===== config.mk =====
export PLATFORM = sky130hd
export DESIGN_NAME = uart_tx
export DESIGN_NICKNAME = d
export VERILOG_FILES = /design/src/rtl/uart_pkg.sv /design/src/rtl/uart_tx.sv
export SDC_FILE = /design/constraint.sdc
export NUM_CORES = 1
export LEC_CHECK = 0
export ABC_AREA = 0
export BUFFER_PORTS_ARGS = -buffer_cell sky130_fd_sc_hd__buf_2
export CAP_MARGIN = 20
export CORE_MARGIN = 2
export CORE_UTILIZATION = 48
export DETAILED_ROUTE_END_ITERATION = 6
export PLACE_DENSITY = 0.73
export SYNTH_ARGS = -nofsm -noshare
export SYNTH_HDL_FRONTEND = slang
export SYNTH_SLANG_ARGS = --single-unit

===== constraint.sdc =====
create_clock -name clk -period 1.75 [get_ports clk]
set_input_delay 0.175 -clock clk [delete_from_list [all_inputs] [get_ports clk]]
set_output_delay 0.175 -clock clk [all_outputs]
set_load 0.02 [all_outputs]

===== src/rtl/uart_pkg.sv =====
// Shared UART definitions: FSM state encoding, parity modes and parity helper.
// Shared with the receive side so both ends agree on framing.
package uart_pkg;

    typedef enum logic [2:0] {
        ST_IDLE   = 3'd0,
        ST_WAIT   = 3'd1,
        ST_START  = 3'd2,
        ST_DATA   = 3'd3,
        ST_PARITY = 3'd4,
        ST_STOP   = 3'd5
    } state_t;

    localparam int PARITY_NONE = 0;
    localparam int PARITY_ODD  = 1;
    localparam int PARITY_EVEN = 2;

    // Word is zero-extended to 9 bits; the padding does not change the XOR.
    function automatic logic parity_of(input logic [8:0] word, input int mode);
        logic even_bit;
        even_bit = ^word;
        return (mode == PARITY_ODD) ? ~even_bit : even_bit;
    endfunction

endpackage


===== src/rtl/uart_tx.sv =====
// UART transmit serializer: accepts a word on valid/ready and shifts it out
// LSB-first, one bit per rising edge of the baud generator's bclk.
module uart_tx
    import uart_pkg::*;
#(
    parameter int DATA_BITS = 8,
    parameter int PARITY    = 0,
    parameter int STOP_BITS = 1
) (
    input  logic                 clk,
    input  logic                 reset,
    input  logic                 bclk,
    input  logic [DATA_BITS-1:0] data,
    input  logic                 valid,
    output logic                 ready,
    output logic                 tx,
    output logic                 busy,
    output logic                 done
);

    if (DATA_BITS < 5 || DATA_BITS > 9) begin : g_bad_data_bits
        $fatal(1, "uart_tx: DATA_BITS=%0d must be 5..9", DATA_BITS);
    end
    if (PARITY != PARITY_NONE && PARITY != PARITY_ODD && PARITY != PARITY_EVEN) begin : g_bad_parity
        $fatal(1, "uart_tx: PARITY=%0d must be 0, 1 or 2", PARITY);
    end
    if (STOP_BITS < 1 || STOP_BITS > 2) begin : g_bad_stop_bits
        $fatal(1, "uart_tx: STOP_BITS=%0d must be 1 or 2", STOP_BITS);
    end

    localparam int                 IDX_W     = $clog2(DATA_BITS);
    localparam logic [IDX_W-1:0]   LAST_IDX  = IDX_W'(DATA_BITS - 1);
    localparam logic               LAST_STOP = 1'(STOP_BITS - 1);

    state_t               state_reg,  state_next;
    logic                 bclk_q;
    logic [DATA_BITS-1:0] shift_reg,  shift_next;
    logic                 parity_reg, parity_next;
    logic [IDX_W-1:0]     idx_reg,    idx_next;
    logic                 stop_reg,   stop_next;
    logic                 tx_reg,     tx_next;
    logic                 done_reg,   done_next;
    logic                 tick;

    assign tick  = bclk & ~bclk_q;
    assign ready = (state_reg == ST_IDLE);
    assign busy  = (state_reg != ST_IDLE);
    assign tx    = tx_reg;
    assign done  = done_reg;

    always_comb begin
        state_next  = state_reg;
        shift_next  = shift_reg;
        parity_next = parity_reg;
        idx_next    = idx_reg;
        stop_next   = stop_reg;
        tx_next     = tx_reg;
        done_next   = 1'b0;
        case (state_reg)
            ST_IDLE: begin
                // Ticks are deliberately ignored here; only the handshake moves us on.
                if (valid) begin
                    shift_next  = data;
                    parity_next = parity_of(9'(data), PARITY);
                    state_next  = ST_WAIT;
                end
            end
            ST_WAIT: begin
                if (tick) begin
                    tx_next    = 1'b0;
                    state_next = ST_START;
                end
            end
            ST_START: begin
                if (tick) begin
                    tx_next    = shift_reg[0];
                    shift_next = shift_reg >> 1;
                    idx_next   = '0;
                    state_next = ST_DATA;
                end
            end
            ST_DATA: begin
                if (tick) begin
                    if (idx_reg == LAST_IDX) begin
                        if (PARITY != PARITY_NONE) begin
                            tx_next    = parity_reg;
                            state_next = ST_PARITY;
                        end else begin
                            tx_next    = 1'b1;
                            stop_next  = 1'b0;
                            state_next = ST_STOP;
                        end
                    end else begin
                        tx_next    = shift_reg[0];
                        shift_next = shift_reg >> 1;
                        idx_next   = idx_reg + IDX_W'(1);
                    end
                end
            end
            ST_PARITY: begin
                if (tick) begin
                    tx_next    = 1'b1;
                    stop_next  = 1'b0;
                    state_next = ST_STOP;
                end
            end
            ST_STOP: begin
                if (tick) begin
                    if (stop_reg == LAST_STOP) begin
                        done_next  = 1'b1;
                        state_next = ST_IDLE;
                    end else begin
                        stop_next = stop_reg + 1'b1;
                    end
                end
            end
            default: begin
                tx_next    = 1'b1;
                state_next = ST_IDLE;
            end
        endcase
    end

    always_ff @(posedge clk or posedge reset) begin
        if (reset) begin
            state_reg  <= ST_IDLE;
            bclk_q     <= 1'b0;
            shift_reg  <= '0;
            parity_reg <= 1'b0;
            idx_reg    <= '0;
            stop_reg   <= 1'b0;
            tx_reg     <= 1'b1;
            done_reg   <= 1'b0;
        end else begin
            state_reg  <= state_next;
            bclk_q     <= bclk;
            shift_reg  <= shift_next;
            parity_reg <= parity_next;
            idx_reg    <= idx_next;
            stop_reg   <= stop_next;
            tx_reg     <= tx_next;
            done_reg   <= done_next;
        end
    end

    idx_in_range: assert property (@(posedge clk) disable iff (reset) idx_reg <= LAST_IDX)
        else $fatal(1, "uart_tx: bit index %0d exceeds %0d", idx_reg, LAST_IDX);

endmodule


Yosys cells after proc, flatten, opt, wreduce, memory -nomap -nowiden
Index checks and enable logic that the tools add are counted.

word-level totals
  register bits = 18
  latch bits = 0
  bits in writable memories = 0
  memory bits (read-only) = 0
  output and inout bits = 4
  word-level logic and storage cells = 70
  memories = 0

cells by class
  $add $sub $neg = 2
  multiply operators = 0
  div/mod/pow operators = 0
  magnitude comparators = 0
  equal/unequal tests = 15
  shift-type cells = 0
  mux-type cells = 32
  bitwise gates (word level) = 3
  reduce and logical (&&, ||, !) cells = 11

operators with widths
  operator                                        number
  two-way mux 3 bit                               11
  two-way mux 8 bit                               4
  case mux 8 bit (3 select lines)                 1
  inequality test 2 bit (second input constant)   9
  case mux 3 bit (6 select lines)                 1
  AND reduction 5 bit                             3
  two-way mux 1 bit                               12
  == test 3 bit (second input constant)           3
  nonzero test 3 bit                              3
  AND reduction 8 bit                             1
  == test 3 x 2 -> 1 bit (second input constant)  2
  case mux 3 bit (2 select lines)                 1
  case mux 1 bit (5 select lines)                 1
  AND reduction 4 bit                             1
  adder 3 x 1 -> 3 bit (second input constant)    1
  == test 3 x 1 -> 1 bit (second input constant)  1
  zero test 3 bit                                 1
  case mux 1 bit (3 select lines)                 1
  inverter 1 bit                                  2
  nonzero test 2 bit                              1
  OR reduction 2 bit                              1
  adder 1 bit (second input constant)             1
  AND 1 bit                                       1

Logic depth before layout (Yosys ltp)
  depth in word-level cells = 4
  mapped depth = 7

Worst setup path before layout
OpenSTA, ideal clock, no wires.

  path kind = reg2reg
  start = register idx_reg[0]
  end = register shift_reg[0]
  library setup time = 0.123 ns
  arrival time = 1.652 ns
  setup slack = -0.025 ns
  cell stages (with the launch flop) = 8
  buffers on the path = 2
  cells stage by stage = dfrtp_1 -> ha_1 -> ha_1 -> and2_1 -> buf_4 -> or2_0 -> buf_2 -> o221a_1

between the ends
  word-level cells in the longest chain between the ends = 3

ends and longest elaborated chain
  what                                    line            text
  from (decl)                             uart_tx.sv:39   logic [IDX_W-1:0] idx_reg, idx_next;
  from (signal assigned)                  uart_tx.sv:139  idx_reg <= idx_next;
  == test 3 bit                           uart_tx.sv:84   if (idx_reg == LAST_IDX) begin
  inequality test 2 bit (no source line)  --
  AND reduction 5 bit (no source line)    --
  to (signal assigned)                    uart_tx.sv:137  shift_reg <= shift_next;
  to (decl)                               uart_tx.sv:37   logic [DATA_BITS-1:0] shift_reg, shift_next;

Every way passes these cells.
A chain may end at the register's enable or synchronous reset.

Worst setup path after layout
  start = register idx_reg[0]
  end = register shift_reg[3]

The elaborated chain is that of the path after synthesis.

==> results by group <==
STA
  • Final worst-path cycle share: 0.951
  • Fmax: 601 MHz
  • Clk_skew: approximately 1.9 ps
  • Setup TNS: 0 ps
  • Max_slew headroom: 0.570
  • Setup violations, final: 0
  • Pins over their slew limit: 0
  • Actual slew at the worst max-slew pin: approximately 650 ps
  • Fin. Hold Viols: 0
  • Setup ws final: 85.8 ps
  • Final Critical Period: roughly 1700 ps
  • Unrepaired setup endpoints after global routing: false

Die
  • Die Y-Extent: 48.0 um
  • Core region area: 1780 sq um
  • Num rows: 15
  • Die X: a little under 50 um
  • I/O pins: 16
  • Initial Utilization: 0.522
  • Die area: around 2300 sq um

Cells and area
  • Final net count: around 120
  • Synthesis-to-finish area growth: 13.7%
  • Number of flip-flops in the largest register: 8
  • Fill count: about 150
  • ANT cells: 0
  • Final Non-Filler Cells: roughly 130
  • Finished Cell Area: around 1100 sq um
  • Layout cells sized above 1: 0.262

Setup path
  • Startpoint Class: register
  • CP Class: reg2reg
  • Worst Path Required: between 1500 and 2000 ps
  • WP data arrival: ~1900 ps
  • Max FO, Critical Path: 7
  • Crit end category: register

Routing
  • WL final: about 1.7 mm
  • Vias: between 700 and 800
  • Met3 wire length: approximately 48 um
  • Met2 wire length: a little under 800 um
  • Wire per inst: ~13 um
  • Post-route ant nets: 0
  • Via-to-Cell Ratio: approximately 5.5
  • DRC Markers: 0
  • DR pass1 iterations: 4
  • Top sig layer: met4
  • Met1 WL: 796 um
  • Iteration-0 DRC Markers: 15

Synth
  • Synthesized cell area: 931 sq um
  • Sequential-to-total area share from yosys stat: 0.458
  • Top post-synthesis cells by count: 16 x dfrtp_1, 8 x nand2_1, 7 x o221a_1, 7 x or2b_1, 4 x o21ai_0
  • Yosys top cell area share: 0.430
  • Largest cells by area after synthesis: dfrtp_1 43%, o221a_1 8.5%, or2b_1 5.6%, buf_6 3.6%, nand2_1 3.2%
  • Count of unique library cells instantiated by Yosys: 37
  • EDFF count, synth: 0
  • Most numerous cell in the Yosys netlist: dfrtp_1
  • Main synth FF type: dfrtp_1
  • Synth Instances: 84
  • Synthesis-stage register bit count: 17
  • Leading area contributor after synthesis: dfrtp_1
  • Yosys Warn Count: 0
  • Syn Nets: 98
  • Synth async-reset ratio: 1.00
  • Syn Area/Cell: 11.1 sq um

Power and ir drop
  • Cell Pwr Density: about 1500 nW/um^2
  • Max VDD drop: 0.766 mV
  • Overall power: ~1.6 mW
  • P_leak: 0.453 nW

Global routing
  • First-pass GRT wire length: approximately 2.7 mm
  • Grt ovf: 0
  • Vias in the first global route: 596
  • Initial antenna violation count: 0
  • GRT Util Overall: 0.181
  • Largest net degree at the start of global routing: 18

Clocking
  • Htree depth: 1
  • Clock Sinks: 17
  • Clock Path Buffers: 2
  • CTS tree: done
  • Reg clk slew, reported paths: about 100 ps
  • Inserted Clock Buffers: 3
  • Clock root buffer master: clkbuf_4
  • Skew-Pair Late Insertion Delay: 300 ps

Worst hold path
  • Worst min path class: in2reg

Place
  • Post-DP HPWL: approximately 1.2 mm
  • Post-Place Setup Slack: around 44 ps
  • Routability cong.: 0.743
  • Placement Cell Area: 1020 sq um
  • PortBufs: 15
  • Placed cells: roughly 120

Flow run
  • Max cap viols: 0

Status
  • Outcome: completed
per-stage QoR:
stage / hold WS [ps] / util
4_1_cts: 26.9 / 0.594
5_1_grt: 44.6 / 0.594
3_5_place_dp: 298 / 0.573
3_3_place_gp: 290 / 0.573
6_report: 39.6 / 0.594
2_1_floorplan: 100 / -
layout by cell type, fill, tap and decap left out, drive strengths merged:
cell type    instances
nand3b               2
buf                 20
nand2b               2
inv                  3
nor3                 2
or4                  1
o211ai               2
or3                  1
a21o                 1
dfrtp               16
nand2                8
o21ai                5
a211oi               1
o221a                7
o21bai               2
ha                   2
nand3                1
dlygate4sd3          1
a32oi                1
or2                  1
and3b                1
nor2                 2
a31oi                1
and2                 1
o311ai               1
and3                 1
a21oi                1
nand4bb              1
nor2b                1
clkbuf               4
dfstp                1
nor4b                1
or2b                 7
nand4b               1
routing by layer:
metal | global-route usage | vias to the layer above
li1 | - | 343
met1 | 0.244 | 340
met2 | 0.267 | 17
met3 | 0.0340 | 5
met4 | 0.114 | 0
met5 | 0 | -
worst paths after layout:
check | from | to | slack, ps | depth (start not counted)
setup / recovery | idx_reg[0] | shift_reg[3] | 90 | 5
min in group asynchronous | reset | shift_reg[5] | 500 | 3
hold reg to reg | tx | tx | 540 | 2
max in group asynchronous | reset | shift_reg[6] | 840 | 3
hold / removal | bclk | bclk_q | 40 | 1
setup reg to reg | idx_reg[0] | shift_reg[3] | 90 | 5
report_power, final:
| group | leakage [nW] | internal [mW] | switching, mW |
|---|---|---|---|
| Combinational | 0.247 | 0.362 | 0.351 |
| Sequential | 0.191 | 0.555 | 0.147 |
| Clock | 0.0150 | 0.0889 | 0.128 |
cells by family after synthesis:
kind of cell | count (synthesis) | share of synthesized area
AOI/OAI and AO/OA | 22 | 0.203
adders and majority gates | 2 | 0.0269
buffers and inverters | 9 | 0.0712
DFF | 17 | 0.458
and+or+nand+nor | 34 | 0.241
layout make-up:
type                       count  area [sq um]  share of cell area
clock buffer                   4          26.3              0.0248
inverter                       3          11.3              0.0106
multi-input combinational     58           440               0.416
sequential                    17           427               0.403
tap                           25          31.3              0.0296
timing repair buffer          21           123               0.116
critical path, cell delays in order (launching register included):
cell	delay, ps
dfrtp_1	420
ha_1	220
ha_2	180
and2_1	160
or2_1	300
o221a_1	280
timing repair:
| item | in CTS | in global routing |
|---|---|---|
| buffers inserted | 0 | 0 |
| endpoints found under the hold margin | 16 | 0 |
| endpoints found under the setup margin | 0 | 7 |
| hold buffers | 1 | 0 |
| gates resized for setup | 0 | 1 |
(Power assumes the default switching activity.)
